==> config.mk <==
export PLATFORM = sky130hd
export DESIGN_NAME = frame_diff_scanner
export DESIGN_NICKNAME = d
export VERILOG_FILES = /design/src/rtl/frame_diff_scanner.sv
export SDC_FILE = /design/constraint.sdc
export NUM_CORES = 1
export LEC_CHECK = 0
export BUFFER_PORTS_ARGS = -buffer_cell sky130_fd_sc_hd__buf_2
export CORE_ASPECT_RATIO = 0.5
export CORE_UTILIZATION = 50
export DETAILED_ROUTE_END_ITERATION = 8
export PLACE_DENSITY = 0.72
export SYNTH_ARGS = -nofsm -noshare
export SYNTH_HDL_FRONTEND = slang
export SYNTH_SLANG_ARGS = --single-unit
==> constraint.sdc <==
create_clock -name clk -period 4 [get_ports clk]
set_input_delay 0.8 -clock clk [delete_from_list [all_inputs] [get_ports clk]]
set_output_delay 0.8 -clock clk [all_outputs]
set_load 0.05 [all_outputs]
==> src/rtl/frame_diff_scanner.sv <==
// frame_diff_scanner: walks a GRID_W x GRID_H tile grid, priority-encodes the
// per-tile object flags and requests a redraw only for tiles whose code differs
// from the previous frame (or every tile on a forced frame). Each request is
// held until the display driver acknowledges it with cmd_done.
module frame_diff_scanner #(
    parameter int GRID_W = 16,
    parameter int GRID_H = 12,
    parameter int XW     = 4,
    parameter int YW     = 4,
    parameter int CODE_W = 3,
    localparam int CNT_W = $clog2(GRID_W * GRID_H + 1)
) (
    input  logic              clk,
    input  logic              rst,
    input  logic              start,
    input  logic              full_refresh,
    input  logic              border,
    input  logic              snake_head,
    input  logic              snake_body,
    input  logic              apple,
    input  logic              cmd_done,
    output logic [XW-1:0]     x,
    output logic [YW-1:0]     y,
    output logic [CODE_W-1:0] obj_code,
    output logic              diff,
    output logic              busy,
    output logic              init_cycle,
    output logic              frame_done,
    output logic [CNT_W-1:0]  diff_count
);

    localparam int NTILES = GRID_W * GRID_H;
    localparam int AW     = $clog2(NTILES);

    typedef enum logic [1:0] {IDLE, SCAN, REQ, DONE} state_t;

    state_t              r_state, w_state_nxt;
    logic [XW-1:0]       r_x, w_x_nxt;
    logic [YW-1:0]       r_y, w_y_nxt;
    logic [CODE_W-1:0]   r_obj_code, w_obj_nxt;
    logic                r_diff, w_diff_nxt;
    logic                r_force, w_force_nxt;
    logic                r_init, w_init_nxt;
    logic [CNT_W-1:0]    r_diff_count, w_cnt_nxt;
    logic                w_we;

    logic [CODE_W-1:0]   r_mem [NTILES];
    logic [CODE_W-1:0]   w_code;
    logic [CODE_W-1:0]   w_prev_code;
    logic [AW-1:0]       w_idx;
    logic                w_x_end;
    logic                w_last;
    logic                w_hit;
    logic [XW-1:0]       w_adv_x;
    logic [YW-1:0]       w_adv_y;

    // Priority encoder: border beats head beats body beats apple.
    always_comb begin
        w_code = '0;
        if (border)
            w_code = CODE_W'(1);
        else if (snake_head)
            w_code = CODE_W'(2);
        else if (snake_body)
            w_code = CODE_W'(3);
        else if (apple)
            w_code = CODE_W'(4);
    end

    assign w_idx       = AW'(r_y) * AW'(GRID_W) + AW'(r_x);
    assign w_prev_code = r_mem[w_idx];
    assign w_x_end     = (r_x == XW'(GRID_W - 1));
    assign w_last      = w_x_end && (r_y == YW'(GRID_H - 1));
    assign w_hit       = r_force || (w_code != w_prev_code);
    assign w_adv_x     = w_x_end ? '0 : r_x + XW'(1);
    assign w_adv_y     = w_x_end ? r_y + YW'(1) : r_y;

    // Next-state and next-datapath logic for the scan FSM.
    always_comb begin
        w_state_nxt = r_state;
        w_x_nxt     = r_x;
        w_y_nxt     = r_y;
        w_obj_nxt   = r_obj_code;
        w_diff_nxt  = r_diff;
        w_force_nxt = r_force;
        w_init_nxt  = r_init;
        w_cnt_nxt   = r_diff_count;
        w_we        = 1'b0;
        case (r_state)
            IDLE: begin
                w_x_nxt = '0;
                w_y_nxt = '0;
                if (start) begin
                    w_force_nxt = full_refresh | r_init;
                    w_cnt_nxt   = '0;
                    w_state_nxt = SCAN;
                end
            end
            SCAN: begin
                if (w_hit) begin
                    // Memory is updated when the request is issued, not on ack.
                    w_we        = 1'b1;
                    w_obj_nxt   = w_code;
                    w_diff_nxt  = 1'b1;
                    w_cnt_nxt   = r_diff_count + CNT_W'(1);
                    w_state_nxt = REQ;
                end else if (w_last) begin
                    w_x_nxt     = '0;
                    w_y_nxt     = '0;
                    w_state_nxt = DONE;
                end else begin
                    w_x_nxt = w_adv_x;
                    w_y_nxt = w_adv_y;
                end
            end
            REQ: begin
                if (r_diff && cmd_done) begin
                    w_diff_nxt = 1'b0;
                    if (w_last) begin
                        w_x_nxt     = '0;
                        w_y_nxt     = '0;
                        w_state_nxt = DONE;
                    end else begin
                        w_x_nxt     = w_adv_x;
                        w_y_nxt     = w_adv_y;
                        w_state_nxt = SCAN;
                    end
                end
            end
            DONE: begin
                w_x_nxt     = '0;
                w_y_nxt     = '0;
                w_init_nxt  = 1'b0;
                w_state_nxt = IDLE;
            end
            default: w_state_nxt = IDLE;
        endcase
    end

    // State and datapath registers; reset returns every control value to idle.
    always_ff @(posedge clk or posedge rst) begin
        if (rst) begin
            r_state      <= IDLE;
            r_x          <= '0;
            r_y          <= '0;
            r_obj_code   <= '0;
            r_diff       <= 1'b0;
            r_force      <= 1'b0;
            r_init       <= 1'b1;
            r_diff_count <= '0;
        end else begin
            r_state      <= w_state_nxt;
            r_x          <= w_x_nxt;
            r_y          <= w_y_nxt;
            r_obj_code   <= w_obj_nxt;
            r_diff       <= w_diff_nxt;
            r_force      <= w_force_nxt;
            r_init       <= w_init_nxt;
            r_diff_count <= w_cnt_nxt;
        end
    end

    // Previous-frame code memory; deliberately not reset, init_cycle covers it.
    always_ff @(posedge clk) begin
        if (w_we)
            r_mem[w_idx] <= w_code;
    end

    assign x          = r_x;
    assign y          = r_y;
    assign obj_code   = r_obj_code;
    assign diff       = r_diff;
    assign busy       = (r_state == SCAN) || (r_state == REQ);
    assign init_cycle = r_init;
    assign frame_done = (r_state == DONE);
    assign diff_count = r_diff_count;

endmodule

# After elaboration in Yosys (flattened, before gate mapping)
# Memories as Yosys holds them, arrays and structs flattened.
# Cells that the tools add are included.
# word_totals
ff_bits	24
ramBits	576
output_inout_bits	23
memories	1
# op_classes
n_addsub	4
n_eq_ne	11
mux	30
bitwise	1
n_reduce_logical	14
# memory_table
name	depth	width	read_ports	rd_ports_with_merged_regs	wr	line_no	text
r_mem	192	3	1	0	1	47	logic [CODE_W-1:0] r_mem [NTILES];
# ops
operator	count
2-to-1 mux 4 bit	8
one-hot mux 4 bit (3 select lines)	2
2-to-1 mux 8 bit	2
one-hot mux 8 bit (2 select lines)	1
2-to-1 mux 3 bit	4
2-to-1 mux 2 bit	5
AND reduction 3 bit	3
adder 4 x 1 -> 4 bit, second input constant	2
adder 8 x 1 -> 8 bit, second input constant	1
adder 8 x 4 -> 8 bit	1
== test 4 bit, second input constant	2
inequality test 2 bit, second input constant	4
one-hot mux 2 bit (4 select lines)	1
2-to-1 mux 1 bit	6
AND reduction 2 bit	3
== test 2 bit, second input constant	2
nonzero test 2 bit	2
inequality test 3 bit	1
inequality test 3 bit, second input constant	1
== test 2 x 1 -> 1 bit, second input constant	1
logical AND 1 bit	2
zero test 2 bit	1
logical OR 1 bit	2
one-hot mux 1 bit (2 select lines)	1
2 further kinds	2

# Longest topological paths before layout
# depth
depth_word	10
ltp_mapped	17
depth_no_buf	10

# Worst setup path after synthesis
# No wires, ideal clock.
# synth_timing
path_type	input port to flip-flop
from	input snake_body
to	memory r_mem[54][0], enable pin
arrival_ns	14.823
required_ns	3.732
slack_ns	-11.091
stages	8
path_buffers	2
cell_sequence	nor4b_1 o311ai_1 nand2_2 a21oi_4 buf_4 nand2_2 buf_2 nor3_1
# synth_via
elab_chain_cells	9
# synth_lines
item	line_no	text
start: declaration	19	input logic snake_body,
2-to-1 mux 3 bit	64	else if (snake_body)
2-to-1 mux 3 bit	62	else if (snake_head)
2-to-1 mux 3 bit	60	if (border)
inequality test 3 bit	74	assign w_hit = r_force || (w_code != w_prev_code);
logical OR 1 bit	74	
2-to-1 mux 1 bit	100	if (w_hit) begin
2-to-1 mux 1 bit	89	case (r_state)
2-to-1 mux 1 bit	165	if (w_we)
2-to-1 mux 1 bit (implied by the code)	166	r_mem[w_idx] <= w_code;
end: declaration	47	
# No other way between the ends.

# Final worst setup path
# layout_timing
from	register r_x[0] (netlist: x[0])
to	memory r_mem[23][1], enable pin
# layout_via
elab_chain_cells	8
# layout_lines
item	line_no	text
start: declaration	38	logic [XW-1:0] r_x, w_x_nxt;
start signal: assignment	153	r_x <= w_x_nxt;
adder 8 x 4 -> 8 bit *	70	assign w_idx = AW'(r_y) * AW'(GRID_W) + AW'(r_x);
memory read (192 x 3 bit)	n/a	
inequality test 3 bit	74	
logical OR 1 bit	74	
2-to-1 mux 1 bit	100	
2-to-1 mux 1 bit	89	
2-to-1 mux 1 bit	165	
2-to-1 mux 1 bit (implied by the code)	166	
# Mark *: on every way between the ends. The rest lies on a longest branch, timed or not.

==> impl_results.md <==
* Worst setup startpoint: x[0]$_DFFE_PP0P_
* Syn. warnings at 0
* Syn Nets at 1,495
* Psw at 5.728 mW
* RePlAce Congestion at 0.9897
* First-pass GRT wire length at 106.3 mm
* Violated checks: max-capacitance violations, max-slew violations, negative setup slack
* Crit path DAT at 4.42 ns
* Yosys reg bits at 600
* Worst Skew at 0.03635 ns
* Cell Rows at 57
* Worst VDD drop at 0.3946 mV
* IO buf count at 31
* Post-synth ARST share at 4.000%
* DRT iter0 DRCs at 2,525
* Register area at 0.01791 mm2
* H-tree levels at 2
* Switching share of power at 32.07%
* WL final at 73.75 mm
* Die area at 0.05083 mm2
* Top_reg_cell synth: edfxtp_1
* NumNets Final at 1,766
* Diodes inserted at 0
* Clock Power Share at 27.8%
* Die height at 159.9 um
* Design Area, Final at 0.03138 mm2
* Wire per inst at 30.29 um
* Hold crit path type: input pin to asynchronous set/reset pin
* Setup CP Type: register to register
* Setup TNS at -37.47 ns
* Post-DRT Antenna Nets at 0
* Req. time, crit path at 4.24 ns
* CTS clock-pin slew for the worst setup and hold paths at 0.07 ns
* Cells after DPL at 2,290
* Most common cell in the netlist: edfxtp_1
* R2R Setup Slk at -0.18 ns
* Crit path time final at 4.179 ns
* Synth area leader: edfxtp_1
* CTS Buffer Depth at 3
* GRT Resource Usage Total at 28.55%
* Vias per inst at 6.609
* Die width at 317.8 um
* Yosys top cell area share at 69.36%
* Status: complete, but fails checks
* Footprint of the multi-input gates at 0.007891 mm2
* Final worst slack at -0.1795 ns
* CTS buffer count at 51
* Slew HR at -5.654%
* Syn Inst Count at 1,473
* Final Hold Vio Count at 0
* Max cap viols at 6
* Number of flops mapped to enable cells by yosys at 576
* Initial Util at 51.04%
* Clk root buf: clkbuf_16
* Avg Inst Size Synth at 16.93 um2
* Final period util at 104.5%
* Finished Layout Cells at 2,435
* Clock sinks at 600
* Fin. max-slew vios at 26
* Post-DP HPWL at 46.34 mm
* Unique cell type count in the Yosys netlist at 79
* Core Region at 0.04885 mm2
* Measured slew at the worst slew-check pin at 1.581 ns
* Reg-to-reg startpoint: x[0]$_DFFE_PP0P_
* Synth Cell Area at 0.02494 mm2
* 1st-pass router iterations at 6
* Power per cell area at 569.2 mW/mm2
* Worst-skew pair later-pin latency at 0.61 ns
* Placed Area at 0.02758 mm2
* Vias in the first global route at 15,820
* Fill cells at 3,123
* CP endpoint kind: register
* Synth area leaders: edfxtp_1 (69%), mux4_2 (9.1%), mux2i_1 (2.8%)
* Largest net degree at the start of global routing at 107
* Pleak at 10.48 nW
* Drt drc at 0
* Vias at 16,090
* CTS tree: done
* Io pins at 32
* Max Freq at 0.2393 GHz
* P_int at 12.13 mW
* Critical path fanouts, max at 12
* CP startpoint kind: register
* Antenna violations before repair at 0
* Comb pwr share at 32.6%
* Final setup viols at 501
* RSZ-0062 raised after global routing: yes
* Hold-fix buffers, CTS at 0
* Share of cells above drive strength 1 at 41.49%
* Most frequent cells after synthesis: edfxtp_1 (576), nor2_1 (173), mux4_2 (101)
* Part of the power in registers at 39.6%
* Sequential share of the synthesized area at 71.78%
* GRT overflow at 0
* Area Overhead vs Synth at 25.82%
==> through the flow <==
step | setup WS (ns) | hold slack (ns) | power (mW) | utilization [%]
after floorplan | -2.076 | 0.5069 | 9.928 | -
after global placement | -0.6292 | 0.4833 | 11.74 | 56.45
after detailed placement | -0.7436 | 0.4920 | 11.82 | 56.45
after CTS | -0.08967 | 0.4501 | 17.24 | 61.77
after global routing | -0.1944 | 0.5055 | 18.24 | 64.22
final | -0.1795 | 0.4415 | 17.86 | 64.22
==> what timing repair did <==
action | in CTS | in global routing
hold endpoints to repair | 0 | 0
pin swaps | 25 | 48
resized for setup | 185 | 197
cloned | 7 | 4
endpoints found under the setup margin | 596 | 589
setup buffers | 14 | 30
==> power groups by stage <==
| stage | Sequential [mW] | Combinational, mW | Clock (mW) |
|---|---|---|---|
| after detailed placement | 7.20 | 4.62 | 0 |
| after floorplan | 7.31 | 2.62 | 0 |
| final | 7.07 | 5.82 | 4.97 |
| after global placement | 7.19 | 4.55 | 0 |
| after CTS | 7.07 | 5.20 | 4.97 |
| after global routing | 7.07 | 5.94 | 5.22 |
==> final timing paths <==
kind                            depth (start not counted)                      to
worst max-delay path                                   16  r_mem[23][1]$_DFFE_PP_
worst min-delay path                                    2        y[2]$_DFFE_PP0P_
worst max register to register                         16  r_mem[23][1]$_DFFE_PP_
worst min register to register                          1  init_cycle$_DFFE_PP1P_
max in group asynchronous                               2        x[1]$_DFFE_PP0P_
min in group clk                                        1  init_cycle$_DFFE_PP1P_
==> placed cells by master (no fill, tap or decap), types with 7 or more instances in the layout <==
| cell type | count |
|---|---|
| a21oi_1 | 13 |
| a22oi_1 | 10 |
| buf_12 | 34 |
| buf_2 | 31 |
| buf_4 | 205 |
| buf_6 | 38 |
| clkbuf_1 | 14 |
| clkbuf_16 | 55 |
| clkinv_1 | 15 |
| clkinv_2 | 8 |
| dfrtp_1 | 19 |
| edfxtp_1 | 576 |
| ha_1 | 13 |
| inv_1 | 13 |
| mux2_2 | 24 |
| mux2i_1 | 70 |
| mux4_2 | 101 |
| nand2_1 | 58 |
| nand3_1 | 19 |
| nand4_1 | 7 |
| nor2_1 | 61 |
| nor2_2 | 43 |
| nor2_4 | 69 |
| nor2b_1 | 9 |
| nor3_1 | 14 |
| nor3_2 | 16 |
| nor3_4 | 24 |
| o21ai_0 | 24 |
| o221ai_1 | 7 |
| o22ai_1 | 10 |
==> state kept, by name, summed over array words and instances (netlist names) <==
signal      cells
obj_code        3
diff            1
x               4
y               4
init_cycle      1
diff_count      8
r_mem         576
r_state         2
r_force         1
==> logic make-up (layout without fill, tap and decap cells) <==
kind of cell | count (synthesis) | after routing | synth area share (%)
xor gates and xnor gates | 1 | 1 | 0.03513
AOI/OAI and AO/OA | 172 | 173 | 5.138
muxes | 196 | 196 | 13.06
adders and majority gates | 13 | 13 | 0.6523
DFF | 600 | 600 | 71.78
and+or+nand+nor | 374 | 374 | 7.000
buffers and inverters | 117 | 429 | 2.338
==> routing by layer <==
layer | GRT usage [%] | part of all wire [%] | vias to the layer above
met5 | 0 | 0 | -
met4 | 9.356 | 3.4 | 0
met3 | 8.865 | 14 | 173
met2 | 42.71 | 44 | 1242
met1 | 40.12 | 38 | 8243
li1 | - | - | 6436
==> area by class of cell <==
class,instances,share of cell area [%]
clock buffers,66,4.315
clock inverters,29,0.8694
inverters,15,0.1795
multi-input cells,757,25.15
flip-flops and latches,600,57.09
well taps,649,2.588
repair buffers,319,9.810
==> critical path: stages, from the launching register on <==
cell and delay (ns):
dfrtp_4 0.47, buf_12 0.17, buf_4 0.17, buf_12 0.17
mux4_2 0.51, a22oi_1 0.32, a211oi_1 0.18, a211o_1 0.36
nor3b_4 0.25, nor4b_4 0.08, buf_4 0.15, a21oi_4 0.17
buf_6 0.14, buf_6 0.12, nand3_4 0.11, buf_12 0.18
nor2_1 0.24
(Power assumes the default switching activity.)
